--- config.mk ---
export PLATFORM = sky130hd
export DESIGN_NAME = pos_sweep_ctrl
export DESIGN_NICKNAME = d
export VERILOG_FILES = /design/src/rtl/pos_sweep_pkg.sv /design/src/rtl/pos_sweep_ctrl_settle_timer.sv /design/src/rtl/pos_sweep_ctrl.sv
export SDC_FILE = /design/constraint.sdc
export NUM_CORES = 1
export LEC_CHECK = 0
export CAP_MARGIN = 40
export CORE_MARGIN = 2
export CORE_UTILIZATION = 51
export DETAILED_ROUTE_END_ITERATION = 7
export GPL_ROUTABILITY_DRIVEN = 1
export PLACE_DENSITY = 0.86
export SYNTH_ARGS = -nofsm -noshare
export SYNTH_HDL_FRONTEND = slang
export SYNTH_SLANG_ARGS = --single-unit
--- constraint.sdc ---
create_clock -name clk -period 3.2 [get_ports clk]
set_input_delay 0.48 -clock clk [delete_from_list [all_inputs] [get_ports clk]]
set_output_delay 0.48 -clock clk [all_outputs]
set_load 0.02 [all_outputs]
--- src/rtl/pos_sweep_pkg.sv ---
// Shared types and sizing for the PoS truth-table sweep controller.
package pos_sweep_pkg;

   localparam int N_IN = 4;           // function inputs a,b,c,d
   localparam int TT_W = 1 << N_IN;   // minterm count
   localparam int ERRW = 5;           // holds 0..TT_W mismatches

   typedef enum logic [1:0] {
      IDLE,
      SETTLE,
      SAMPLE,
      DONE
   } state_t;

endpackage

--- src/rtl/pos_sweep_ctrl_settle_timer.sv ---
// Settle timer: loadable down-counter with a zero flag. Loading presets
// SETTLE_CYCLES-1, so a load followed by decrements to zero spans exactly
// SETTLE_CYCLES cycles of the consumer's SETTLE state.
module settle_timer #(
   parameter int SETTLE_CYCLES = 1,
   parameter int CW            = 4
) (
   input  logic clk,
   input  logic rst_n,
   input  logic load,
   input  logic dec,
   output logic zero
);

   localparam logic [CW-1:0] RELOAD = CW'(SETTLE_CYCLES - 1);

   logic [CW-1:0] cnt_q;

   // load has priority; decrement stops at zero
   always_ff @(posedge clk or negedge rst_n) begin
      if (!rst_n)
         cnt_q <= '0;
      else if (load)
         cnt_q <= RELOAD;
      else if (dec && (cnt_q != '0))
         cnt_q <= cnt_q - 1'b1;
   end

   assign zero = (cnt_q == '0);

endmodule

--- src/rtl/pos_sweep_ctrl.sv ---
// Sweeps a 4-input PoS block through all minterms, samples s after a
// programmable settle time, and builds observed/mismatch tables plus an
// error count and pass flag against a latched expected mask.
module pos_sweep_ctrl
   import pos_sweep_pkg::*;
#(
   parameter int SETTLE_CYCLES = 1
) (
   input  logic              clk,
   input  logic              rst_n,
   input  logic              start,
   input  logic              abort,
   input  logic [TT_W-1:0]   expected,
   output logic [N_IN-1:0]   abcd_out,
   input  logic              s_in,
   output logic              busy,
   output logic              done,
   output logic              aborted,
   output logic [TT_W-1:0]   truth,
   output logic [TT_W-1:0]   mismatch,
   output logic [ERRW-1:0]   err_count,
   output logic              pass
);

   state_t            state_q, state_d;
   logic [N_IN-1:0]   idx_q;
   logic [TT_W-1:0]   exp_q;
   logic [TT_W-1:0]   truth_q;
   logic [TT_W-1:0]   mis_q;
   logic [ERRW-1:0]   err_q;
   logic              pass_q;
   logic              aborted_q;

   logic              acc_start;
   logic              do_sample;
   logic              do_abort;
   logic              tmr_load;
   logic              tmr_dec;
   logic              tmr_zero;
   logic              last;
   logic              mis_bit;
   logic [ERRW-1:0]   err_next;

   assign last     = &idx_q;
   assign mis_bit  = s_in ^ exp_q[idx_q];
   assign err_next = err_q + {{(ERRW-1){1'b0}}, mis_bit};

   settle_timer #(
      .SETTLE_CYCLES (SETTLE_CYCLES)
   ) u_timer (
      .clk   (clk),
      .rst_n (rst_n),
      .load  (tmr_load),
      .dec   (tmr_dec),
      .zero  (tmr_zero)
   );

   // state register
   always_ff @(posedge clk or negedge rst_n) begin
      if (!rst_n)
         state_q <= IDLE;
      else
         state_q <= state_d;
   end

   // next-state and sweep control; abort outranks sampling so an aborted
   // SAMPLE neither records its minterm nor reaches DONE
   always_comb begin
      state_d   = state_q;
      acc_start = 1'b0;
      do_sample = 1'b0;
      do_abort  = 1'b0;
      tmr_load  = 1'b0;
      tmr_dec   = 1'b0;
      case (state_q)
         IDLE: begin
            if (start) begin
               acc_start = 1'b1;
               tmr_load  = 1'b1;
               state_d   = SETTLE;
            end
         end
         SETTLE: begin
            if (abort) begin
               do_abort = 1'b1;
               state_d  = IDLE;
            end else if (tmr_zero) begin
               state_d  = SAMPLE;
            end else begin
               tmr_dec  = 1'b1;
            end
         end
         SAMPLE: begin
            if (abort) begin
               do_abort = 1'b1;
               state_d  = IDLE;
            end else begin
               do_sample = 1'b1;
               if (last) begin
                  state_d  = DONE;
               end else begin
                  tmr_load = 1'b1;
                  state_d  = SETTLE;
               end
            end
         end
         DONE: begin
            state_d = IDLE;
         end
         default: state_d = IDLE;
      endcase
   end

   // result registers; they hold between sweeps and clear only on a new start
   always_ff @(posedge clk or negedge rst_n) begin
      if (!rst_n) begin
         idx_q     <= '0;
         exp_q     <= '0;
         truth_q   <= '0;
         mis_q     <= '0;
         err_q     <= '0;
         pass_q    <= 1'b0;
         aborted_q <= 1'b0;
      end else begin
         aborted_q <= do_abort;
         if (acc_start) begin
            idx_q   <= '0;
            exp_q   <= expected;
            truth_q <= '0;
            mis_q   <= '0;
            err_q   <= '0;
            pass_q  <= 1'b0;
         end
         if (do_sample) begin
            truth_q[idx_q] <= s_in;
            mis_q[idx_q]   <= mis_bit;
            err_q          <= err_next;
            // pass is settled on entry to DONE so it is valid alongside done
            if (last)
               pass_q <= (err_next == '0);
            else
               idx_q  <= idx_q + 1'b1;
         end
         if (do_abort)
            pass_q <= 1'b0;
      end
   end

   assign busy      = (state_q == SETTLE) || (state_q == SAMPLE);
   assign done      = (state_q == DONE);
   assign aborted   = aborted_q;
   // index is only presented while sweeping; otherwise the PoS sees m0
   assign abcd_out  = busy ? idx_q : '0;
   assign truth     = truth_q;
   assign mismatch  = mis_q;
   assign err_count = err_q;
   assign pass      = pass_q;

endmodule

# Yosys cells after proc, flatten, opt, wreduce, memory -nomap -nowiden
# Cells that the tools add are included.
# classes
n_eq_ne	5
reduce_logical	12
bitwise	1
n_lt_le_gt_ge	2
add_sub_neg	3
n_mux	40
# op_table
operator	n
16-bit two-way mux	4
16-bit bitwise mux	2
4-bit two-way mux	6
1-bit two-way mux	17
2-bit two-way mux	5
5-bit two-way mux	2
2-bit one-hot mux with 4 select lines	1
5-bit by 1-bit adder with 5-bit output	1
5-bit logical NOT	1
4-bit by 5-bit < comparator with 1-bit output, second input constant	1
4-bit by 1-bit adder with 4-bit output, second input constant	1
1-bit binary-select mux with 4-bit select	1
1-bit demux with 4-bit select	1
2-bit == test, second input constant	2
4-bit by 1-bit >= comparator with 1-bit output, second input constant	1
4-bit logical NOT	1
4-bit AND reduction	1
2-bit nonzero test	2
4-bit nonzero test	1
4-bit by 1-bit subtractor with 4-bit output, second input constant	1
3-bit inequality test, second input constant	1
2-bit by 1-bit == test with 1-bit output, second input constant	1
1-bit logical AND	2
2-bit logical NOT	1
other kinds (6)	6
# totals
out_inout_bits	45
word_cells	72
inputBits	21
ff_bits	65

# Longest topological paths before layout
# logic_depth
depth_word	8
depth_mapped	11
mapped_depth_nobuf	10

# Hierarchy
# From an unflattened synthesis, not the netlist that was laid out.
# hier_totals
hier_cells	280
hier_area_um2	3163.0
# modules_own_cells
module	area_each_um2	instances	seq_area_each_um2	cells_per_inst
pos_sweep_ctrl	2915.3	1	1526.5	256
settle_timer	247.7	1	100.1	24

# Least setup slack after synthesis
# Ideal clock, no wire load.
# synth_path
kind	reg2reg
from	register idx_q[0]
to	register pass_q (netlist: pass)
synth_period_minus_slack_ps	2473
arrival_ps	2396
required_time_ps	3123
n_path_buf	1
path_slack_ps	727
setup_ps	77
path_stages_with_launch	11
path_cell_list	dfrtp_1 -> buf_6 -> mux4_2 -> mux2i_4 -> mux2i_1 -> xnor2_1 -> ha_1 -> ha_1 -> nor4_1 -> o2111ai_1 -> a21oi_1
# synth_via
elab_chain_cells	8
elab_cells_between_ends	9
classes_between	add/sub: 1; mux: 5; bitwise: 1; reduce/logical: 2
# synth_rtl
element	line	source
start: declaration	pos_sweep_ctrl.sv:26	logic [N_IN-1:0] idx_q;
start signal: assignment	pos_sweep_ctrl.sv:142	idx_q <= idx_q + 1'b1;
1-bit binary-select mux with 4-bit select	pos_sweep_ctrl.sv:45	assign mis_bit = s_in ^ exp_q[idx_q];
1-bit two-way mux (not written as such)	pos_sweep_ctrl.sv:45	
1-bit XOR	pos_sweep_ctrl.sv:45	
5-bit by 1-bit adder with 5-bit output	pos_sweep_ctrl.sv:46	assign err_next = err_q + {{(ERRW-1){1'b0}}, mis_bit};
5-bit logical NOT	pos_sweep_ctrl.sv:140	pass_q <= (err_next == '0);
1-bit two-way mux *	pos_sweep_ctrl.sv:139	if (last)
1-bit two-way mux *	pos_sweep_ctrl.sv:134	if (do_sample) begin
1-bit two-way mux *	pos_sweep_ctrl.sv:144	if (do_abort)
end signal: assignment	pos_sweep_ctrl.sv:140	
end: declaration	pos_sweep_ctrl.sv:31	logic pass_q;
# Every way passes the cells marked *; elsewhere a longest branch is shown, timed or not. The select of a mux whose other input is x is not followed.
# A chain may end at the register's enable or synchronous reset.

# Final worst setup path
# Same ends and word-level chain as after synthesis.

==> key figures <==
Drt
  – DRC: 0
  – DRT antenna net count: 0
  – DRT iter0 DRCs: 182
  – Drt wl/cell: 15.98 microns
  – Wirelength, routed: 6807 microns
  – Vias per cell: 5.531
  – TritonRoute pass-1 iters: 4
  – Via Count: 2356

Status
  – Result of the run: finished clean

Layout
  – Multi-input logic area: 0.001425 sq mm
  – Most frequent cells in the layout: dfrtp_1 (65), clkdlybuf4s50_1 (64), nand2_1 (42)
  – Area grow syn2layout: 28.80%
  – Register area: 0.001627 sq mm
  – Most common cell after layout, fill and taps aside: dfrtp_1
  – Final Cell Area: 0.004045 sq mm
  – Antenna cells: 0
  – Fin cells: 426
  – Final nets: 380
  – Final core utilization: 68.32%
  – # fillers: 439
  – Share of layout cells above drive strength 1: 8.832%

Timing
  – Worst Skew: 0.007095 ns
  – Setup TNS: 0 ns
  – Final min period: 2.819 ns
  – Highest clock rate: 354.7 MHz
  – Period utilisation layout: 88.10%
  – Setup violators final: 0
  – Max-slew headroom: 51.51%
  – Worst-Margin Slew: 0.7258 ns
  – Max Slew Vio Count: 0
  – Hold Vio Cnt, Final: 0
  – RSZ-0062 raised after global routing: no

Yosys
  – Synthesized instance count: 279
  – Syn Nets: 313
  – Register area share after synthesis: 51.79%
  – Register bit count reported by yosys: 65
  – Library cells used by synthesis: 38
  – Yosys Warn Count: 0
  – Cell Area, Synth: 0.003141 sq mm
  – Syn avg cell area: 11.26 sq um

Global route
  – Overall Global Routing Usage: 22.52%
  – First-pass GRT wire length: 11290 microns
  – Largest net degree at the start of global routing: 35
  – Grt total ovfl: 0
  – Vias in the first global route: 2338
  – Initial antenna violation count: 0

Placed design
  – Port-buffer cells: 65
  – Routability cong.: 0.8166
  – Post-DP HPWL: 5010 microns
  – Post-placement cell count: 410
  – Dpl cell area: 0.003871 sq mm

Clocking
  – Number of gates resized after CTS: 0
  – Clock sinks: 65
  – Hold buffers post-CTS: 0
  – Clk buf depth: 2
  – CTS tree: built
  – Clock root buffer: clkbuf_8
  – Clk pin slew, worst setup/hold paths: 0.07 ns
  – Post-CTS Setup Inserts: 0
  – Inserted Clock Buffers: 9
  – Clock Latency Late Sink: 0.35 ns
  – CTS H-tree depth: 3

Flow run
  – Max-Cap Viols: 0

Power and ir drop
  – NetSw: 0.8882 mW
  – Peak supply drop: 482.3 uV
  – Static Leak: 1.864 nW
  – Sequential share of power: 41.8%
  – Sw Ratio: 34.37%
  – Comb power frac: 34.2%
  – Internal power: 1.696 mW
  – Clock network fraction of design power: 24.0%
  – Power Total: 2.584 mW
  – Pwr Density: 638.9 mW/mm^2

Floorplanning
  – Die X: 82.47 microns
  – Die ar.: 0.006801 sq mm
  – Die Y-Extent: 82.47 microns
  – Core Area: 0.005921 sq mm
  – Rows: 28
  – # IOs: 66
  – Initial Utilization: 53.04%

Critical path
  – Crit-path max FO: 11
  – WP buf/inv: 0
  – Critical Path End Type: flop
  – CP Class: flop to flop
  – Most Frequent Cell on Critical Path: ha_1
  – Worst-path cell chain: mux4_2 -> mux2i_4 -> mux2i_1 -> xnor2_1 -> ha_1 -> ha_1 -> nor4_1 -> o2111ai_1 -> a21oi_1
  – CP required: 3.47 ns
  – Critical Path AT: 3.09 ns
  – Slowest stage delay, CP: 0.61 ns
  – Slowest CP cell: dfrtp_1
  – CP top delay family: multiplexers
  – Type of origin of the critical path: flop

Hold path
  – Worst hold path type: input port to asynchronous set/reset pin
per-stage QoR:
stage / hold slack, ns / worst slack [ns]
6_report: 0.03992 / 0.3808
5_1_grt: 0.06046 / 0.1425
4_1_cts: 0.04552 / 0.3655
3_5_place_dp: 0.4120 / 0.3664
3_3_place_gp: 0.4773 / 0.4939
2_1_floorplan: 0.1844 / 0.7270
worst paths after layout:
| path | start | endpoint | slack (ns) | depth (start not counted) |
|---|---|---|---|---|
| max | idx_q[0] | pass | 0.38 | 9 |
| min | rst_n | exp_q[15] | 0.04 | 1 |
| max reg2reg | idx_q[0] | pass | 0.38 | 9 |
| min reg2reg | exp_q[10] | exp_q[10] | 0.50 | 1 |
| max in group asynchronous | rst_n | truth[8] | 2.66 | 2 |
| min in group clk | exp_q[10] | exp_q[10] | 0.50 | 1 |
layer usage:
layer,global-route usage [%],part of all wire (%)
met4,12.83,2.7
met5,0,0
met3,3.913,4.2
met1,30.75,44
met2,33.95,49
sequential cells by signal, indices dropped and copies added (netlist names):
signal / cells
err_count: 5
u_timer.cnt_q: 4
idx_q: 4
exp_q: 16
truth: 16
state_q: 2
mismatch: 16
pass: 1
aborted: 1
final cells by class:
| cell class | instances | share of cell area [%] |
|---|---|---|
| sequential | 65 | 40.21 |
| timing repair buffer | 70 | 17.20 |
| inverter | 8 | 0.7423 |
| clock inverter | 3 | 0.3712 |
| clock buffer | 13 | 3.928 |
| multi-input combinational | 192 | 35.23 |
| tap | 75 | 2.320 |
logic make-up (layout without fill, tap and decap cells):
family / count (synthesis) / count (layout) / synth area share, %
xor gates and xnor gates: 7 / 7 / 2.430
muxes: 45 / 45 / 17.41
DFF: 65 / 65 / 51.79
buffers and inverters: 22 / 94 / 2.908
AOI/OAI and AO/OA: 36 / 36 / 6.654
adders and majority gates: 13 / 13 / 5.179
and+or+nand+nor: 91 / 91 / 13.63
synthesized netlist by cell type:
cell	number	area share (%)
nor4_1	1	0.20
dfrtp_1	65	52
or3b_1	1	0.28
ha_1	13	5.2
o2111ai_1	1	0.28
nor3_1	2	0.32
mux2_1	17	6.1
nor2b_1	3	0.60
nor4bb_1	1	0.32
a211oi_1	1	0.24
inv_1	7	0.84
mux2i_1	22	7.0
a32o_1	1	0.32
nand2b_1	1	0.20
a211o_1	1	0.28
o21ai_1	22	3.5
mux4_2	4	2.9
xnor2_1	2	0.56
mux2i_4	2	1.4
xnor2_2	2	1.0
and2_1	6	1.2
nor2_1	9	1.1
clkbuf_1	11	1.3
and4b_1	1	0.32
o21a_1	1	0.24
nor3b_2	1	0.40
a31oi_1	1	0.20
inv_2	1	0.12
a21o_1	1	0.24
nand4_1	2	0.40
buf_6	1	0.36
buf_1	1	0.12
buf_2	1	0.16
nand3_1	20	3.2
xor2_1	3	0.84
nand2_1	43	5.1
a21oi_1	5	0.80
a22o_1	2	0.56
power by group through the flow:
stage,registers (mW),clock network (mW),logic (mW)
floorplan,1.07,0,0.613
global placement,1.09,0,0.853
detailed placement,1.10,0,0.887
CTS,1.08,0.631,0.890
global route,1.10,0.672,0.972
finish,1.08,0.622,0.883
No activity file was read; power rests on OpenSTA's default activity.
